`src/rtl/demux_fifo_param.sv`:
```
// demux_fifo_param: steers a valid/ready stream into NUM_OUTPUTS independent FIFOs by select.
module demux_fifo_param #(
  parameter  int NUM_OUTPUTS = 2,
  parameter  int WIDTH       = 32,
  parameter  int DEPTH       = 2,
  localparam int SEL_WIDTH   = $clog2(NUM_OUTPUTS),
  localparam int PTR_WIDTH   = $clog2(DEPTH)
) (
  input  logic                   clk,
  input  logic                   rst_n,
  input  logic                   flush,
  input  logic                   in_valid,
  output logic                   in_ready,
  input  logic [SEL_WIDTH-1:0]   in_sel,
  input  logic [WIDTH-1:0]       in_data,
  output logic [NUM_OUTPUTS-1:0] out_valid,
  input  logic [NUM_OUTPUTS-1:0] out_ready,
  output logic [WIDTH-1:0]       out_data [NUM_OUTPUTS],
  output logic                   err_sel,
  output logic [7:0]             drop_count
);
  localparam logic [SEL_WIDTH:0] NUM_C   = (SEL_WIDTH+1)'(NUM_OUTPUTS);
  localparam logic [PTR_WIDTH:0] DEPTH_C = (PTR_WIDTH+1)'(DEPTH);
  logic [WIDTH-1:0]       mem_q [NUM_OUTPUTS][DEPTH];
  logic [PTR_WIDTH-1:0]   wr_q  [NUM_OUTPUTS];
  logic [PTR_WIDTH-1:0]   rd_q  [NUM_OUTPUTS];
  logic [PTR_WIDTH:0]     cnt_q [NUM_OUTPUTS];
  logic [PTR_WIDTH:0]     cnt_d [NUM_OUTPUTS];
  logic [NUM_OUTPUTS-1:0] push, pop, full;
  logic [7:0]             drop_q;
  logic                   err_q, in_range, oor_push;
  always_comb begin
    in_range = {1'b0, in_sel} < NUM_C;
    for (int i = 0; i < NUM_OUTPUTS; i++) begin
      full[i]      = cnt_q[i] == DEPTH_C;
      out_valid[i] = cnt_q[i] != '0;
      out_data[i]  = mem_q[i][rd_q[i]];
    end
    // No pass-through: a full channel stays not-ready even if it pops this cycle.
    in_ready = !flush && (!in_range || !full[in_sel]);
    oor_push = in_valid && in_ready && !in_range;
    for (int i = 0; i < NUM_OUTPUTS; i++) begin
      push[i]  = in_valid && in_ready && in_range && in_sel == SEL_WIDTH'(i);
      pop[i]   = out_valid[i] && out_ready[i];
      cnt_d[i] = (push[i] && !pop[i]) ? cnt_q[i] + 1'b1 :
                 (pop[i] && !push[i]) ? cnt_q[i] - 1'b1 : cnt_q[i];
    end
  end
  always_ff @(posedge clk or negedge rst_n) begin
    if (!rst_n) begin
      mem_q  <= '{default: '0};
      wr_q   <= '{default: '0};
      rd_q   <= '{default: '0};
      cnt_q  <= '{default: '0};
      drop_q <= '0;
      err_q  <= 1'b0;
    end else if (flush) begin
      wr_q   <= '{default: '0};
      rd_q   <= '{default: '0};
      cnt_q  <= '{default: '0};
      drop_q <= '0;
      err_q  <= 1'b0;
    end else begin
      for (int i = 0; i < NUM_OUTPUTS; i++) begin
        if (push[i]) begin
          mem_q[i][wr_q[i]] <= in_data;
          wr_q[i]           <= wr_q[i] + 1'b1;
        end
        if (pop[i]) rd_q[i] <= rd_q[i] + 1'b1;
        cnt_q[i] <= cnt_d[i];
      end
      err_q <= oor_push;
      if (oor_push && drop_q != 8'hFF) drop_q <= drop_q + 1'b1;
    end
  end
  assign err_sel    = err_q;
  assign drop_count = drop_q;
endmodule
```
`config.mk`:
```
export PLATFORM = sky130hd
export DESIGN_NAME = demux_fifo_param
export DESIGN_NICKNAME = d
export VERILOG_FILES = /design/src/rtl/demux_fifo_param.sv
export SDC_FILE = /design/constraint.sdc
export NUM_CORES = 1
export LEC_CHECK = 0
export CORE_ASPECT_RATIO = 2
export CORE_MARGIN = 1.5
export CORE_UTILIZATION = 55
export DETAILED_ROUTE_END_ITERATION = 12
export PLACE_DENSITY_LB_ADDON = 0.12
export REMOVE_ABC_BUFFERS = 1
export SETUP_SLACK_MARGIN = 0.05
export SYNTH_ARGS = -nofsm -noshare
export SYNTH_HDL_FRONTEND = slang
export SYNTH_SLANG_ARGS = --single-unit
```
`constraint.sdc`:
```
create_clock -name clk -period 3.8 [get_ports clk]
set_clock_uncertainty 0.2 [all_clocks]
set_input_delay 0.57 -clock clk [delete_from_list [all_inputs] [get_ports clk]]
set_output_delay 0.57 -clock clk [all_outputs]
set_load 0.01 [all_outputs]
```
==> flow_summary.yaml, run 1 <==
worst_setup_path:
  cpMaxStageDelayCell: "dfrtp_2"
  cpPeakStageDelay_ps: 930
  critPathArrivalTime_ps: 2280
  worstSetupStartpoint: "rd_q[1]"
  reg2reg_slack_ps: 1610
  required_ps: 3030
  critPathLaunchType: "flop"
  critPathKind: "flop to output pin"
  crit_path_end: "out_data[32]"
  rr_worst_depth: 3
  critPathCaptureType: "output pin"
  r2r_start: "cnt_q[3]"
  crit_chain: "mux2_2, clkdlybuf4s50_1"
  cp_max_fo: 33
  r2r-end: "mem_q[102]"
clocking:
  root_buffer: "clkbuf_16"
  hold_buffers: 0
  clock_sinks: 136
  cts_tree: "yes"
  ctsResizeCount: 0
  clk_pin_slew_ps: 60
  postCtsSetupBuffers: 0
  h-tree-depth: 4
  cts_max_path_buffers: 2
  cts_buffers: 17
  clkLatencyLatePin_ps: 410
yosys:
  synth_top_family_by_area: "multiplexers"
  syn_area_um2: 6190
  synthAdderAreaFrac_pct: 0
  yosys_warnings: 0
  synth_simple_gate_area_share_pct: 2.75
  synth_cell_types: 31
  synth_compound_gate_area_share_pct: 1.72
  synth_mux_area_share_pct: 36.7
  syn_inst: 408
  ys_ff_latch: 136
  synth-xor-area-share_pct: 0.283
  synth_area_per_cell_um2: 15.2
  ys_seq_area_share_pct: 55.0
placed_design:
  port_buffers: 105
  dp_cells: 635
  place.gp.congestion: 0.706
  post-place-ws_ps: 714
  dp_hpwl_mm: 8.04
global_routing:
  antenna_found_initial: 0
  gr-total-overflow: 0
  grt.total_usage_pct: 22.6
  grt_max_degree: 71
  grt_pass1_wl_mm: 20.5
  grt_pass1_vias: 3947
final_layout:
  areaGrowthSynthToFinish_pct: 28.5
  stdcell_count: 667
  drive_above_1_share_pct: 45.0
  nFillCells: 772
  finalNetCount: 553
  diodes: 0
sta:
  slew_headroom_pct: 40.9
  tns_ps: 0
  fmax_mhz: 328
  worst_hold_slack_ps: 58.5
  rsz0062_at_grt: "false"
  slew_violations: 0
  fin_ws_ps: 750
  finalCriticalPeriod_ps: 3050
  finalHoldViolCount: 0
  setup_viol: 0
  fin_crit_sh_pct: 80.3
  worstMarginPinSlew_ps: 887
min_path:
  holdCritPathClass: "input pin to async pin"
die:
  initial_utilization_pct: 56.6
  ioPinCount: 115
  die_w_um: 78.0
  fp.dieH_um: 153
  dieArea_um2: 11900
  core-area_um2: 10900
  row_count: 54
route:
  drtPass1Iterations: 4
  routedWlPerCell_um: 19.1
  via_per_inst: 5.46
  drc_errors: 0
  wl_met1_mm: 5.02
  antenna_left: 0
  highest_layer: "met4"
  wl_mm: 12.7
  vias: 3644
  drtIter0Drc: 111
  dr_wl_met2_mm: 7.04
  met3WireLength_um: 485
pwr:
  power_mw: 4.82
  peakVddDrop_uv: 391
  p_leak_nw: 3.48
  power_density_nw_per_um2: 606
job:
  cap_violations: 0
outcome:
  outcome: "completed"
## power by group
group	switching, mW	internal [mW]
logic	0.382	0.743
clock network	0.604	1.13
registers	0.180	1.78
## Yosys cell counts (all sizes together)
cell type	n	area, µm²
mux2	192	2270
dfrtp	136	3400
buf	23	165
clkbuf	10	37.5
nor2b	6	40.0
o21ai	5	25.0
nand2	4	15.0
a21oi	3	15.0
a31oi	3	18.8
inv	3	11.3
nor2	3	11.3
nand2b	2	12.5
nor4b	2	38.8
o2111ai	2	17.5
o31ai	2	15.0
or3	2	12.5
xor2	2	17.5
a211oi	1	7.51
a21o	1	7.51
conb	1	3.75
nand3	1	5.00
nand3b	1	7.51
nor3	1	10.0
or2	1	6.26
or4	1	11.3
## layout by cell type (no fill, tap or decap), types with 3 or more instances in the layout
| cell type | count |
|---|---|
| clkinv_4 | 3 |
| nor2b_1 | 5 |
| clkbuf_16 | 17 |
| buf_4 | 7 |
| inv_1 | 3 |
| bufinv_16 | 4 |
| mux2_4 | 30 |
| mux2_2 | 161 |
| clkdlybuf4s50_1 | 104 |
| o21ai_0 | 5 |
| nand2_1 | 4 |
| dfrtp_1 | 134 |
| nor2_1 | 3 |
| a21oi_1 | 3 |
| a31oi_1 | 3 |
| conb_1 | 9 |
## worst min-delay path by stage
stage	slack [ps]	startpoint	cells past startpoint	end
global placement	270	mem_q[6]	1	mem_q[6]
floorplan	70	rst_n	0	cnt_q[0]
detailed placement	280	mem_q[6]	1	mem_q[6]
CTS	90	rst_n	1	mem_q[34]
global route	130	rst_n	1	mem_q[34]
finish	60	rst_n	1	mem_q[34]
## flip-flops by register name (all words and copies together), names as in the netlist
register and count:
mem_q 128, cnt_q 4, wr_q 2, rd_q 2
## through the flow
stage	utilization, %	instance area [µm²]
5_1_grt	72.7	7960
3_3_place_gp	66.9	7320
4_1_cts	72.7	7960
2_1_floorplan	-	6020
6_report	72.7	7960
3_5_place_dp	66.9	7320
## worst max-delay path: cells and delay by family (launching register included)
kind	cells	cell delay, ps
DFF	1	930
buffers and inverters	1	490
muxes	1	440
## area by class of cell
cell class / count / area [µm²] / area share, %
tap: 140 / 175 / 2.20
timing repair buffer: 112 / 1110 / 14.0
inverter: 3 / 11.3 / 0.142
clock buffer: 21 / 460 / 5.79
multi-input combinational: 244 / 2620 / 32.9
clock inverter: 11 / 171 / 2.15
sequential: 136 / 3410 / 42.8
## cells by family (layout without fill, tap and decap cells)
kind of cell | after synthesis | count (layout)
AO/OA/AOI/OAI | 17 | 17
flip-flops | 136 | 136
buffers and inverters | 36 | 147
other | 1 | 9
XOR/XNOR | 2 | 2
AND/OR/NAND/NOR | 24 | 24
multiplexers | 192 | 192
## layer usage
metal,global-route usage (%),vias to the layer above
li1,-,1656
met1,25.5,1891
met2,41.0,83
met3,5.31,14
met4,7.82,0
met5,0,-
Power figures use the tool's default switching activity.
==> inputs of run 2 (changes only) <==
--- a/config.mk
+++ b/config.mk
@@ -7,7 +7,7 @@
 export LEC_CHECK = 0
 export CORE_ASPECT_RATIO = 2
 export CORE_MARGIN = 1.5
-export CORE_UTILIZATION = 55
+export CORE_UTILIZATION = 52
 export DETAILED_ROUTE_END_ITERATION = 12
 export PLACE_DENSITY_LB_ADDON = 0.12
 export REMOVE_ABC_BUFFERS = 1
==> constraint.sdc (replaced) <==
create_clock -name clk -period 3.1 [get_ports clk]
set_clock_uncertainty 0.2 [all_clocks]
set_input_delay 0.465 -clock clk [delete_from_list [all_inputs] [get_ports clk]]
set_output_delay 0.465 -clock clk [all_outputs]
set_load 0.01 [all_outputs]
==> run 2 against run 1 <==
  * First-iteration DRC count shrank 14%
  * Critical endpoint is now in_ready
  * Cell count grew 1.6%
  * Final area up 0.30%
  * Routed wire length grew 2.6%
  * Die area up 5.6%
  * Largest cell class unchanged
  * Combinational power rose by 25%
  * Setup slack worse by 420 ps
  * Count of clock-buffer cells in the layout down 1
  * Critical path type is now input pin to output pin
  * Total power is 21% higher
==> flow_summary.yaml, run 2 (synthesis gave the netlist of run 1 again) <==
worst_setup_path:
  critPathCaptureType: "output pin"
  required_ps: 2430
  cpMostUsedCell: "clkdlybuf4s50_1"
  critPathArrivalTime_ps: 2100
  cp_max_fo: 10
  critPathLaunchType: "input pin"
  cpMaxStageDelayCell: "clkdlybuf4s50_1"
  critPathKind: "input pin to output pin"
  crit_chain: "clkdlybuf4s50_1, nor2b_1, a211oi_1, clkdlybuf4s50_1"
  cpPeakStageDelay_ps: 690
final_layout:
  diodes: 0
  finalNetCount: 559
  largest-register: "mem_q"
  largest_reg_flops: 128
  drive_above_1_share_pct: 45.4
  stdcell_count: 678
  largestRegisters: "mem_q x128, cnt_q x4"
  final_common_cell: "mux2_2"
  areaGrowthSynthToFinish_pct: 28.9
  layout_common_cells: "161 x mux2_2, 134 x dfrtp_1, 104 x clkdlybuf4s50_1"
placed_design:
  post-place-ws_ps: 335
  dp_hpwl_mm: 8.50
  place.gp.congestion: 0.737
  port_buffers: 105
  dp_cells: 645
clocking:
  cts_max_path_buffers: 2
  root_buffer: "clkbuf_16"
  clk_pin_slew_ps: 60
  cts_tree: "yes"
  clkLatencyLatePin_ps: 410
  cts_buffers: 17
  clock_sinks: 136
  hold_buffers: 1
  h-tree-depth: 4
  ctsResizeCount: 0
  postCtsSetupBuffers: 0
sta:
  setup_viol: 0
  fin_ws_ps: 331
  fin_crit_sh_pct: 89.3
  finalCriticalPeriod_ps: 2770
  slew_violations: 0
  fmax_mhz: 361
  slew_headroom_pct: 44.9
  rsz0062_at_grt: "false"
  worstMarginPinSlew_ps: 827
  finalHoldViolCount: 0
global_routing:
  grt_max_degree: 91
  antenna_found_initial: 0
  grt.total_usage_pct: 22.1
  grt_pass1_wl_mm: 20.8
  gr-total-overflow: 0
  grt_pass1_vias: 4100
die:
  ioPinCount: 115
  initial_utilization_pct: 53.2
  dieArea_um2: 12600
  core-area_um2: 11600
  fp.dieH_um: 157
  die_w_um: 80.1
  row_count: 56
route:
  drtIter0Drc: 95
  wl_mm: 13.1
  drc_errors: 0
  drtPass1Iterations: 4
  routedWlPerCell_um: 19.3
  antenna_left: 0
  vias: 3667
  via_per_inst: 5.41
outcome:
  outcome: "completed"
pwr:
  power_density_nw_per_um2: 729
  p_leak_nw: 3.50
  peakVddDrop_uv: 455
  power_mw: 5.82
job:
  cap_violations: 0
min_path:
  holdCritPathClass: "flop to flop"
[run 2: cell count changes in the layout (fill, tap and decap cells not counted)]
cell / before / now
bufinv_16: 4 / 3
buf_4: 7 / 11
clkbuf_8: 2 / 1
buf_6: 0 / 1
dlygate4sd3_1: 0 / 1
clkinv_2: 2 / 4
[run 2: path summary, 6_finish.rpt]
path | startpoint | cells past startpoint | to | slack, ps
max reg2reg | cnt_q[3] | 3 | mem_q[116] | 910
min | mem_q[72] | 1 | mem_q[72] | 300
max in group asynchronous | rst_n | 3 | mem_q[41] | 1420
min reg2reg | mem_q[72] | 1 | mem_q[72] | 300
min in group asynchronous | rst_n | 2 | mem_q[93] | 470
max | in_sel | 4 | in_ready | 330
[run 2: layout make-up]
type / instances / area (µm²)
Inverter: 3 / 11.3
Fill cell: 878 / 3650
Clock inverter: 12 / 151
Sequential cell: 136 / 3410
Clock buffer: 20 / 447
Tap cell: 145 / 181
Timing Repair Buffer: 118 / 1160
Multi-Input combinational cell: 244 / 2620
[run 2: worst max-delay path: cells and delay by family]
kind                   cells  cell delay (ps)
buffers and inverters      2             1270
AO/OA/AOI/OAI              1              250
AND/OR/NAND/NOR            1              110
[run 2: metal layers]
layer / track usage (%) / routed length, µm / share of wire, % / vias up
li1: - / - / - / 1664
met1: 26.5 / 5180 / 40 / 1900
met2: 37.9 / 7090 / 54 / 90
met3: 5.51 / 577 / 4.4 / 13
met4: 8.13 / 214 / 1.6 / 0
met5: 0 / 0 / 0 / -
[run 2: per-stage QoR]
step	TNS (ps)	hold slack (ps)	utilization, %	area [µm²]
CTS	0	305	68.6	7980
global route	0	315	68.6	7980
finish	0	303	68.6	7980
detailed placement	0	280	63.4	7370
floorplan	-6210	-30.6	-	6020
global placement	0	262	63.4	7370
[run 2: where the power goes]
| group | total (mW) | switching, mW | internal, mW | leakage (nW) |
|---|---|---|---|---|
| combinational | 1.40 | 0.489 | 0.916 | 1.54 |
| clock | 2.03 | 0.749 | 1.28 | 0.290 |
| sequential | 2.38 | 0.202 | 2.18 | 1.67 |
==> variant, RTL diff (config.mk and constraints of run 2) <==
Make the reset (`rst_n`) synchronous in one clocked block.
--- a/src/rtl/demux_fifo_param.sv
+++ b/src/rtl/demux_fifo_param.sv
@@ -46,7 +46,7 @@
                  (pop[i] && !push[i]) ? cnt_q[i] - 1'b1 : cnt_q[i];
     end
   end
-  always_ff @(posedge clk or negedge rst_n) begin
+  always_ff @(posedge clk) begin
     if (!rst_n) begin
       mem_q  <= '{default: '0};
       wr_q   <= '{default: '0};
Function: differs if rst_n is asserted again (counterexample within 4 cycles, from zero or initial values and one cycle with rst_n low); with rst_n held inactive, the same outputs for 4 cycles.
==> variant against run 2 <==
  * Setup slack got worse by 0.073 ns
  * Non-clock buffer count shrank 3
  * Final cell count rose by 22%
  * Final area decreased by 5.3%
  * Synthesized cell count increased by 43%
  * Area after synthesis down 4.3%
  * Sequential cell count stayed put
  * Via count is 17% higher
  * Worst hold slack lost 0.048 ns
  * Count of clock-buffer cells in the layout is 2 lower
  * Routed wire length increased by 0.95%
  * Critical path type is now register to primary output
  * Largest cell class is now multi-input combinational cells
Power is not compared: it rests on default switching activity, and its combinational part moved more than twofold at a synthesized area within 25%.
==> variant: results (changes against run 2) <==
\begin{tabular}{lr}
\hline
Metric & Value \\
\hline
\multicolumn{2}{l}{\textbf{Critical path}} \\
\quad Worst Reg2Reg Path Length in Cells & 6 (+3) \\
\quad Slack of the worst reg-to-reg path & 1.01 ns (+0.10 ns) \\
\quad Delay contributed by the slowest stage of the critical path & 0.61 ns (-0.08 ns) \\
\quad Worst-path maximum fanout & 14 (+4) \\
\quad CP Data Arrival Time & 2.18 ns (+0.08 ns) \\
\quad Crit-path slowest cell & dfxtp\_2 \\
\multicolumn{2}{l}{\textbf{Routing}} \\
\quad DR WL/cell & 16.0 µm (-17\%) \\
\quad Routed vias & 4,294 (+17\%) \\
\quad DRC marker count from the first detailed-route iteration & 105 (+11\%) \\
\multicolumn{2}{l}{\textbf{Logic synthesis}} \\
\quad Post-synth cell types & 24 (-23\%) \\
\quad Most frequent cells after synthesis & nand2\_1 (161), dfxtp\_1 (136), mux2i\_1 (128), mux2\_2 (64), clkbuf\_1 (27) \\
\quad Fraction of registers with async set or reset after synthesis & 0 (-1.00) \\
\quad Top flip-flop cell by instance count after synthesis & dfxtp\_1 \\
\quad Main area contributors after synthesis & dfxtp\_1 (46\%), mux2i\_1 (22\%), mux2\_2 (12\%), nand2\_1 (10\%), buf\_6 (2.1\%) \\
\quad Part of the Yosys area used for sequential elements & 0.460 (-0.0902) \\
\multicolumn{2}{l}{\textbf{STA}} \\
\quad Worst-Margin Slew & 0.671 ns (-0.156 ns) \\
\quad Maximum clock frequency & 352 MHz (-2.6\%) \\
\multicolumn{2}{l}{\textbf{Clock network}} \\
\quad Cts bufs inserted & 17 (unchanged) \\
\quad Maximum buffer depth of the clock tree & 2 (unchanged) \\
\multicolumn{2}{l}{\textbf{Run status}} \\
\quad Status & complete, no violations \\
\multicolumn{2}{l}{\textbf{Cells and area}} \\
\quad Share of final-layout standard cells stronger than drive strength 1 & 0.170 (-0.284) \\
\quad Fill count & 907 (+3.3\%) \\
\quad Largest registers & mem\_q (128), cnt\_q (4) \\
\quad Count of nets after finishing & 713 (+28\%) \\
\multicolumn{2}{l}{\textbf{Global routing}} \\
\quad Largest net degree at the start of global routing & 66 (-27\%) \\
\quad First-pass GRT wire length & 21,400 µm (+2.9\%) \\
\quad Vias in the first global route & 4,529 (+10\%) \\
\quad All-Layer GR Usage & 0.226 (+0.00494) \\
\multicolumn{2}{l}{\textbf{Place}} \\
\quad Hpwl dp & 8480 µm (-0.29\%) \\
\quad Pre-CTS WS & 0.392 ns (+0.0571 ns) \\
\quad Area of placed instances & 6990 µm² (-5.2\%) \\
\quad RePlAce Congestion & 0.763 (+3.5\%) \\
\multicolumn{2}{l}{\textbf{Hold path}} \\
\quad Count of cells along the worst hold path & 2 (+1) \\
\hline
\end{tabular}
-- variant: final timing paths --
| path | from | end |
|---|---|---|
| worst max register to register | cnt_q[1] | cnt_q[1] |
| worst min register to register | mem_q[22] | mem_q[22] |
| worst min-delay path | mem_q[22] | mem_q[22] |
| worst max-delay path | rd_q[1] | out_data[41] |
-- variant: routing by layer --
metal | share of wire | up-vias | global-route usage
li1 | - | 2124 | -
met1 | 0.41 | 2074 | 0.246
met3 | 0.032 | 14 | 0.0617
met5 | 0 | - | 0
met4 | 0.014 | 0 | 0.0689
met2 | 0.55 | 82 | 0.417
-- variant: metrics by stage --
| step | hold slack [ns] | total power (W) | cells |
|---|---|---|---|
| 3_3_place_gp | 0.238 | 0.00217 | 795 |
| 3_5_place_dp | 0.249 | 0.00218 | 795 |
| 2_1_floorplan | 0.231 | 0.00199 | 538 |
| 6_report | 0.255 | 0.00406 | 826 |
| 4_1_cts | 0.257 | 0.00410 | 826 |
| 5_1_grt | 0.276 | 0.00420 | 826 |
-- variant: layout make-up --
| cell class | instances | area (µm²) | area share |
|---|---|---|---|
| Clock inverter | 13 | 131 | 0.0174 |
| Inverter | 1 | 3.75 | 0.000497 |
| Sequential cell | 136 | 2730 | 0.361 |
| Clock buffer | 18 | 439 | 0.0581 |
| Tap cell | 142 | 178 | 0.0235 |
| Multi-Input combinational cell | 401 | 2920 | 0.386 |
| Timing Repair Buffer | 115 | 1160 | 0.154 |
-- variant: cells by family (layout without fill, tap and decap cells) --
group,after synthesis,in the layout,share of synthesized area
other,1,9,0.000633
multiplexers,192,192,0.338
flip-flops,136,136,0.460
buffers and inverters,53,147,0.0543
adder cells (fa/ha/maj),2,2,0.00422
AND/OR/NAND/NOR,181,181,0.124
XOR/XNOR,6,6,0.00887
AO/OA/AOI/OAI,11,11,0.0101
-- variant: worst max-delay path: cells and delay by family, from the launching register on --
kind | cells | cell delay (ns)
buf+inv | 2 | 0.78
mux | 1 | 0.36
flops | 1 | 0.61
-- variant: where the power goes --
group / switching [W] / internal, W
clock network: 0.000735 / 0.00119
logic: 0.000161 / 0.000173
registers: 0.0000195 / 0.00178
total: 0.000915 / 0.00315
